$ cat src/rtl/pipe_stage_reg.sv
// Two-entry pipeline stage register (main + skid) with flush and stall count.
// In_Ready is registered, so no combinational path runs from Out_Ready.
module pipe_stage_reg #(
  parameter int unsigned       DATA_W      = 32,
  parameter bit                FLUSH_MODE  = 1'b1,
  parameter logic [DATA_W-1:0] BUBBLE_DATA = DATA_W'(32'h0000_0013),
  parameter int unsigned       CNT_W       = 16
) (
  input  logic              CLK,
  input  logic              RST,
  input  logic              Flush,
  input  logic              In_Valid,
  input  logic [DATA_W-1:0] In_Data,
  output logic              In_Ready,
  output logic              Out_Valid,
  output logic [DATA_W-1:0] Out_Data,
  input  logic              Out_Ready,
  output logic [1:0]        Occupancy,
  output logic [CNT_W-1:0]  Stall_Count
);

  logic              m_valid_q, m_valid_d;
  logic [DATA_W-1:0] m_data_q, m_data_d;
  logic              s_valid_q, s_valid_d;
  logic [DATA_W-1:0] s_data_q, s_data_d;
  logic              in_ready_q, in_ready_d;
  logic [CNT_W-1:0]  cnt_q, cnt_d;

  logic accept;
  logic emit;

  assign accept = In_Valid & in_ready_q;
  assign emit   = m_valid_q & Out_Ready;

  always_comb begin
    m_valid_d = m_valid_q;
    m_data_d  = m_data_q;
    s_valid_d = s_valid_q;
    s_data_d  = s_data_q;
    if (Flush) begin
      s_valid_d = 1'b0;
      if (FLUSH_MODE) begin
        m_valid_d = 1'b1;
        m_data_d  = BUBBLE_DATA;
      end else begin
        m_valid_d = 1'b0;
      end
    end else if (s_valid_q) begin
      if (emit) begin
        m_data_d  = s_data_q;
        s_valid_d = 1'b0;
      end
    end else if (accept) begin
      if (!m_valid_q || emit) begin
        m_valid_d = 1'b1;
        m_data_d  = In_Data;
      end else begin
        s_valid_d = 1'b1;
        s_data_d  = In_Data;
      end
    end else if (emit) begin
      // Payload is left in place so Out_Data keeps its last value.
      m_valid_d = 1'b0;
    end
    in_ready_d = ~s_valid_d;
  end

  always_comb begin
    cnt_d = cnt_q;
    if (m_valid_q && !Out_Ready && (cnt_q != '1)) begin
      cnt_d = cnt_q + CNT_W'(1);
    end
  end

  always_ff @(posedge CLK) begin
    if (RST) begin
      m_valid_q  <= 1'b0;
      m_data_q   <= '0;
      s_valid_q  <= 1'b0;
      s_data_q   <= '0;
      in_ready_q <= 1'b1;
      cnt_q      <= '0;
    end else begin
      m_valid_q  <= m_valid_d;
      m_data_q   <= m_data_d;
      s_valid_q  <= s_valid_d;
      s_data_q   <= s_data_d;
      in_ready_q <= in_ready_d;
      cnt_q      <= cnt_d;
    end
  end

  assign In_Ready    = in_ready_q;
  assign Out_Valid   = m_valid_q;
  assign Out_Data    = m_data_q;
  assign Occupancy   = {1'b0, m_valid_q} + {1'b0, s_valid_q};
  assign Stall_Count = cnt_q;

endmodule

$ cat config.mk
export PLATFORM = sky130hd
export DESIGN_NAME = pipe_stage_reg
export DESIGN_NICKNAME = d
export VERILOG_FILES = /design/src/rtl/pipe_stage_reg.sv
export SDC_FILE = /design/constraint.sdc
export NUM_CORES = 1
export LEC_CHECK = 0
export CORE_MARGIN = 4
export CORE_UTILIZATION = 35
export CTS_CLUSTER_SIZE = 25
export DETAILED_ROUTE_END_ITERATION = 8
export GPL_TIMING_DRIVEN = 0
export SLEW_MARGIN = 10
export SYNTH_ARGS = -nofsm -noshare
export SYNTH_HDL_FRONTEND = slang
export SYNTH_SLANG_ARGS = --single-unit
$ cat constraint.sdc
create_clock -name CLK -period 2.24 [get_ports CLK]
set_input_delay 0.56 -clock CLK [delete_from_list [all_inputs] [get_ports CLK]]
set_output_delay 0.56 -clock CLK [all_outputs]
set_load 0.05 [all_outputs]
Word-level counts from Yosys, hierarchy flattened
Cells that the tools add are included.
{"block": "totals", "mem_count": 0, "rom_bits": 0, "output_inout_bits": 52, "in_bits": 37, "wordCells": 50, "ram_bits": 0, "reg_bits": 83, "latchBits": 0}
{"block": "classes", "addsub": 2, "div": 0, "reduce_logical": 15, "n_lt_le_gt_ge": 0, "bitwise": 6, "shifts": 0, "mul": 0, "muxes": 15, "n_eq_ne": 5}
{"op": "32-bit 2-to-1 mux", "count": 4}
{"op": "16-bit by 1-bit adder with 16-bit output, second input constant", "count": 1}
{"op": "16-bit != test, second input constant", "count": 1}
{"op": "1-bit 2-to-1 mux", "count": 10}
{"op": "3-bit AND reduction", "count": 3}
{"op": "3-bit nonzero test", "count": 3}
{"op": "3-bit by 2-bit != test with 1-bit output, second input constant", "count": 2}
{"op": "5-bit 2-to-1 mux", "count": 1}
{"op": "1-bit NOT", "count": 4}
{"op": "4-bit AND reduction", "count": 1}
{"op": "2-bit nonzero test", "count": 2}
{"op": "1-bit by 1-bit adder with 2-bit output", "count": 1}
{"op": "1-bit bitwise AND", "count": 2}
{"op": "1-bit logical AND", "count": 2}
{"op": "1-bit logical NOT", "count": 2}
{"op": "2-bit by 1-bit != test with 1-bit output, second input constant", "count": 1}
{"op": "2-bit != test, second input constant", "count": 1}
{"op": "2-bit OR reduction", "count": 1}
{"op": "1-bit logical OR", "count": 1}

Depth between registers and ports, before layout
{"block": "logic_depth", "ltp_word": 7, "depth_mapped": 7, "mapped_depth_nobuf": 5}

Worst setup path before layout
Ideal clock, no wire load.
{"block": "synth_timing", "path_type": "register to register", "start": "register cnt_q[0], in the netlist Stall_Count[0]", "end": "register cnt_q[14], in the netlist Stall_Count[14]", "path_buffers": 0, "t_required_ns": 2.119, "setup_time_ns": 0.121, "slack_ns": 0.002, "stages_incl_launch_ff": 6, "synth_period_minus_slack_ns": 2.238, "t_arrival_ns": 2.117, "path_cell_list": "dfxtp_1 -> ha_1 -> nand3b_1 -> nor3_1 -> and4bb_2 -> mux2_2"}
{"block": "synth_between", "elab_chain_cells": 2, "word_cells_on_any_way": 3, "classes_between": "1 x add/sub; 1 x eq/ne; 1 x reduce/logical"}
{"item": "start: declaration", "line": "27", "rtl": "logic [CNT_W-1:0] cnt_q, cnt_d;"}
{"item": "start signal: assignment", "line": "89", "rtl": "cnt_q <= cnt_d;"}
{"item": "branches (longest 2 deep; another with 16-bit by 1-bit adder with 16-bit output)"}
Several ways; the timed one is not identified.
A chain may end at the register's enable or synchronous reset.

Worst setup path after layout
{"block": "layout_timing", "start": "register cnt_q[7], in the netlist Stall_Count[7]", "end": "output port Stall_Count[7]"}
{"item": "end: declaration", "line": "19", "rtl": "output logic [CNT_W-1:0] Stall_Count"}
No word-level cell between the ends.

==> metrics.cfg <==
[status]
status=finished clean

[worst_setup_path]
cp.required_ns=1.68
slowest_stage=clkdlybuf4s50_1
rr_worst_depth=6
worst_path_largest_cell_delay_ns=0.85
r2r_start=s_valid_q
cp-start-kind=flip-flop
cp.arrival_ns=1.63
path_depth=1
critPathBufInv=1
cp_top_family=buffers and inverters
rr_endpoint=s_data_q[29]
critPathCaptureType=output pin
crit_path_cell_trace=clkdlybuf4s50_1
crit_type=reg2out
crit_start=Stall_Count[7]
r2r_slack_ns=0.21
critPathMaxFanout=6

[drt]
vias=3166
first_iter_violations=76
drtAntennaViolNets=0
drt_pre_antenna_iters=4
wirelength_um=9190
avgRoutedWirePerCell_um=14.4
drc=0
vias_per_cell=4.98

[die]
coreArea_um2=9770
dieArea_um2=11700
start_util_pct=36.0
die_x_um=108
row_count=36
ios=89
die_y_um=108

[yosys]
synth_nets=440
synth-compound-area-share_pct=16.7
synth_xor_area_share_pct=0
async_flop_share_pct=0
netlist_instances=401
ys_dominant_reg_cell=dfxtp_1
synth_cell_types=44
ys_seq_area_share_pct=47.2
ys_ff_latch=83
syn_area_um2=3520
synth_edf_count=0
synthSimpleGateAreaFrac_pct=20.1
synth_warnings=0
yosys-mux-area-fraction_pct=11.0
synth.avg_cell_area_um2=8.79
synth_top_family_by_area=simple AND/OR/NAND/NOR gates
synth_fa_ha_area_share_pct=0.710

[sta]
rsz0062_at_grt=no
max_slew_margin_pct=46.9
hold_violations=0
period_needed_ns=2.19
worst_pin_slew_ns=0.797
period_share_pct=97.7
fin_ws_ns=0.0520
maxSlewViolCount=0
clock.fmax_mhz=457
setup_viol=0
skew_ns=0.0105

[clocking]
post_cts_buffers=0
hold_buffers=0
clockRootBuffer=clkbuf_8
clk_pin_slew_ns=0.08
cts_tree=yes
clkLatencyLatePin_ns=0.35
cts_buffer_depth=2
cts.htree.levels=3
clkSinkCount=83
cts_made_buffers=9

[min_path]
min_to=s_data_q[0]
hold_start=s_data_q[0]
holdPathStages=2
hold_path_class=reg2reg

[placement]
place.gp.congestion=0.783
io_buffers=88
dp_hpwl_um=6610
dp_slack_ns=-0.422

[layout]
antennaDiodeCount=0
drive_gt1_share_pct=8.15
nets=538
syn_to_final_growth_pct=36.4
post-route-util_pct=49.2

[global_route]
grt_pass1_wl_um=15200
grt_pass1_vias=3089
antenna_found_initial=0
grt_usage_pct=16.4
grt_start_max_net_pins=14
grt_overflow=0

[power]
vdd_ir_drop_max_mv=0.284
p_leak_nw=1.78
power_density_nw_per_um2=671

[flow_run]
drv_cap=0

[synthesized netlist by cell type (all sizes together), types with 3 or more instances]
master,count,area share (%)
dfxtp,83,47
nand2,71,7.6
a21oi,44,6.2
nor2,39,4.2
mux2i,33,9.4
a211oi,31,6.6
clkbuf,23,2.8
inv,7,0.75
mux2,5,1.6
nor3,5,0.71
o31ai,5,1.1
or4,5,1.1
a31oi,4,0.71
buf,4,0.57
nand3,4,0.57
nand4,4,1.1
or3,4,0.78
nand2b,3,0.53
o21ai,3,0.43
[routing by layer]
metal	GRT usage [%]	routed length, um	vias up
li1	-	-	1605
met1	21.9	4460	1473
met4	5.41	109	0
met3	2.93	419	10
met5	0	0	-
met2	26.9	4200	78
[final cells by class]
| type | instances | area, um^2 |
|---|---|---|
| sequential | 83 | 1660 |
| multi-input combinational | 283 | 1720 |
| tap | 133 | 166 |
| timing repair buffer | 88 | 890 |
| inverter | 7 | 26.3 |
| fill | 967 | 4970 |
| clock buffer | 10 | 138 |
| buffer | 27 | 121 |
| clock inverter | 5 | 77.6 |
[metrics by stage]
| stage | cell area, um^2 | power (mW) | std cells | setup TNS, ns | hold slack (ns) |
|---|---|---|---|---|---|
| 2_1_floorplan | 3520 | 1.87 | 401 | 0 | 0.433 |
| 3_3_place_gp | 4570 | 2.07 | 622 | -21.53 | 0.438 |
| 3_5_place_dp | 4570 | 2.08 | 622 | -23.12 | 0.446 |
| 4_1_cts | 4790 | 3.26 | 637 | 0 | 0.457 |
| 5_1_grt | 4800 | 3.35 | 636 | 0 | 0.475 |
| 6_report | 4800 | 3.22 | 636 | 0 | 0.457 |
[tightest hold or removal path, delay by kind of cell (launching register included)]
| kind | cells | cell delay (ns) |
|---|---|---|
| compound gates | 1 | 0.05 |
| simple gates | 1 | 0.05 |
| flops | 1 | 0.31 |
[repair_timing]
action | 4_1_cts | 5_1_grt
resized for setup | 11 | 13
endpoints found under the setup margin | 14 | 27
gates cloned | 0 | 0
[report_power, final]
part | leakage, nW | switching [mW] | internal [mW]
clock | 0.108 | 0.541 | 0.649
sequential | 0.674 | 0.0314 | 1.52
combinational | 0.994 | 0.293 | 0.187
total | 1.78 | 0.865 | 2.36
[cells by family (layout without fill, tap and decap cells)]
family | after synthesis | in the layout
multiplexers | 38 | 38
adder cells (fa/ha/maj) | 2 | 2
flip-flops | 83 | 83
AND/OR/NAND/NOR | 149 | 149
AO/OA/AOI/OAI | 94 | 94
buffers and inverters | 35 | 137
[worst max path at each step]
stage,slack (ns),to
global route,0.005,Stall_Count[9]
floorplan,0.002,Stall_Count[14]
CTS,0.004,Stall_Count[15]
global placement,-0.41,Stall_Count[14]
finish,0.05,Stall_Count[7]
detailed placement,-0.42,Out_Data[1]
[placed cells by master, fill, tap and decap left out, types with 2 or more instances in the layout]
cell type / count
or4_1: 4
nand2_1: 71
o31ai_1: 5
o21ai_0: 3
ha_1: 2
nor3_1: 3
clkinv_2: 2
mux2_2: 5
clkbuf_8: 11
or3_2: 2
a21oi_1: 44
dfxtp_1: 82
nor3_2: 2
nor2_1: 39
nand3b_1: 2
inv_1: 7
a31oi_1: 4
buf_2: 4
clkdlybuf4s50_1: 74
nand3_1: 4
dlygate4sd2_1: 7
nand4_1: 3
dlymetal6s2s_1: 7
a211oi_1: 31
nand2b_1: 3
nor2b_1: 2
bufinv_16: 2
or3_1: 2
clkbuf_1: 18
clkbuf_2: 4
and3_1: 2
mux2i_1: 33
[state kept, by name, indices dropped and copies added (netlist names)]
| name | cells |
|---|---|
| In_Ready | 1 |
| Out_Valid | 1 |
| Out_Data | 32 |
| Stall_Count | 16 |
| s_valid_q | 1 |
| s_data_q | 32 |
Power figures use the tool's default switching activity.
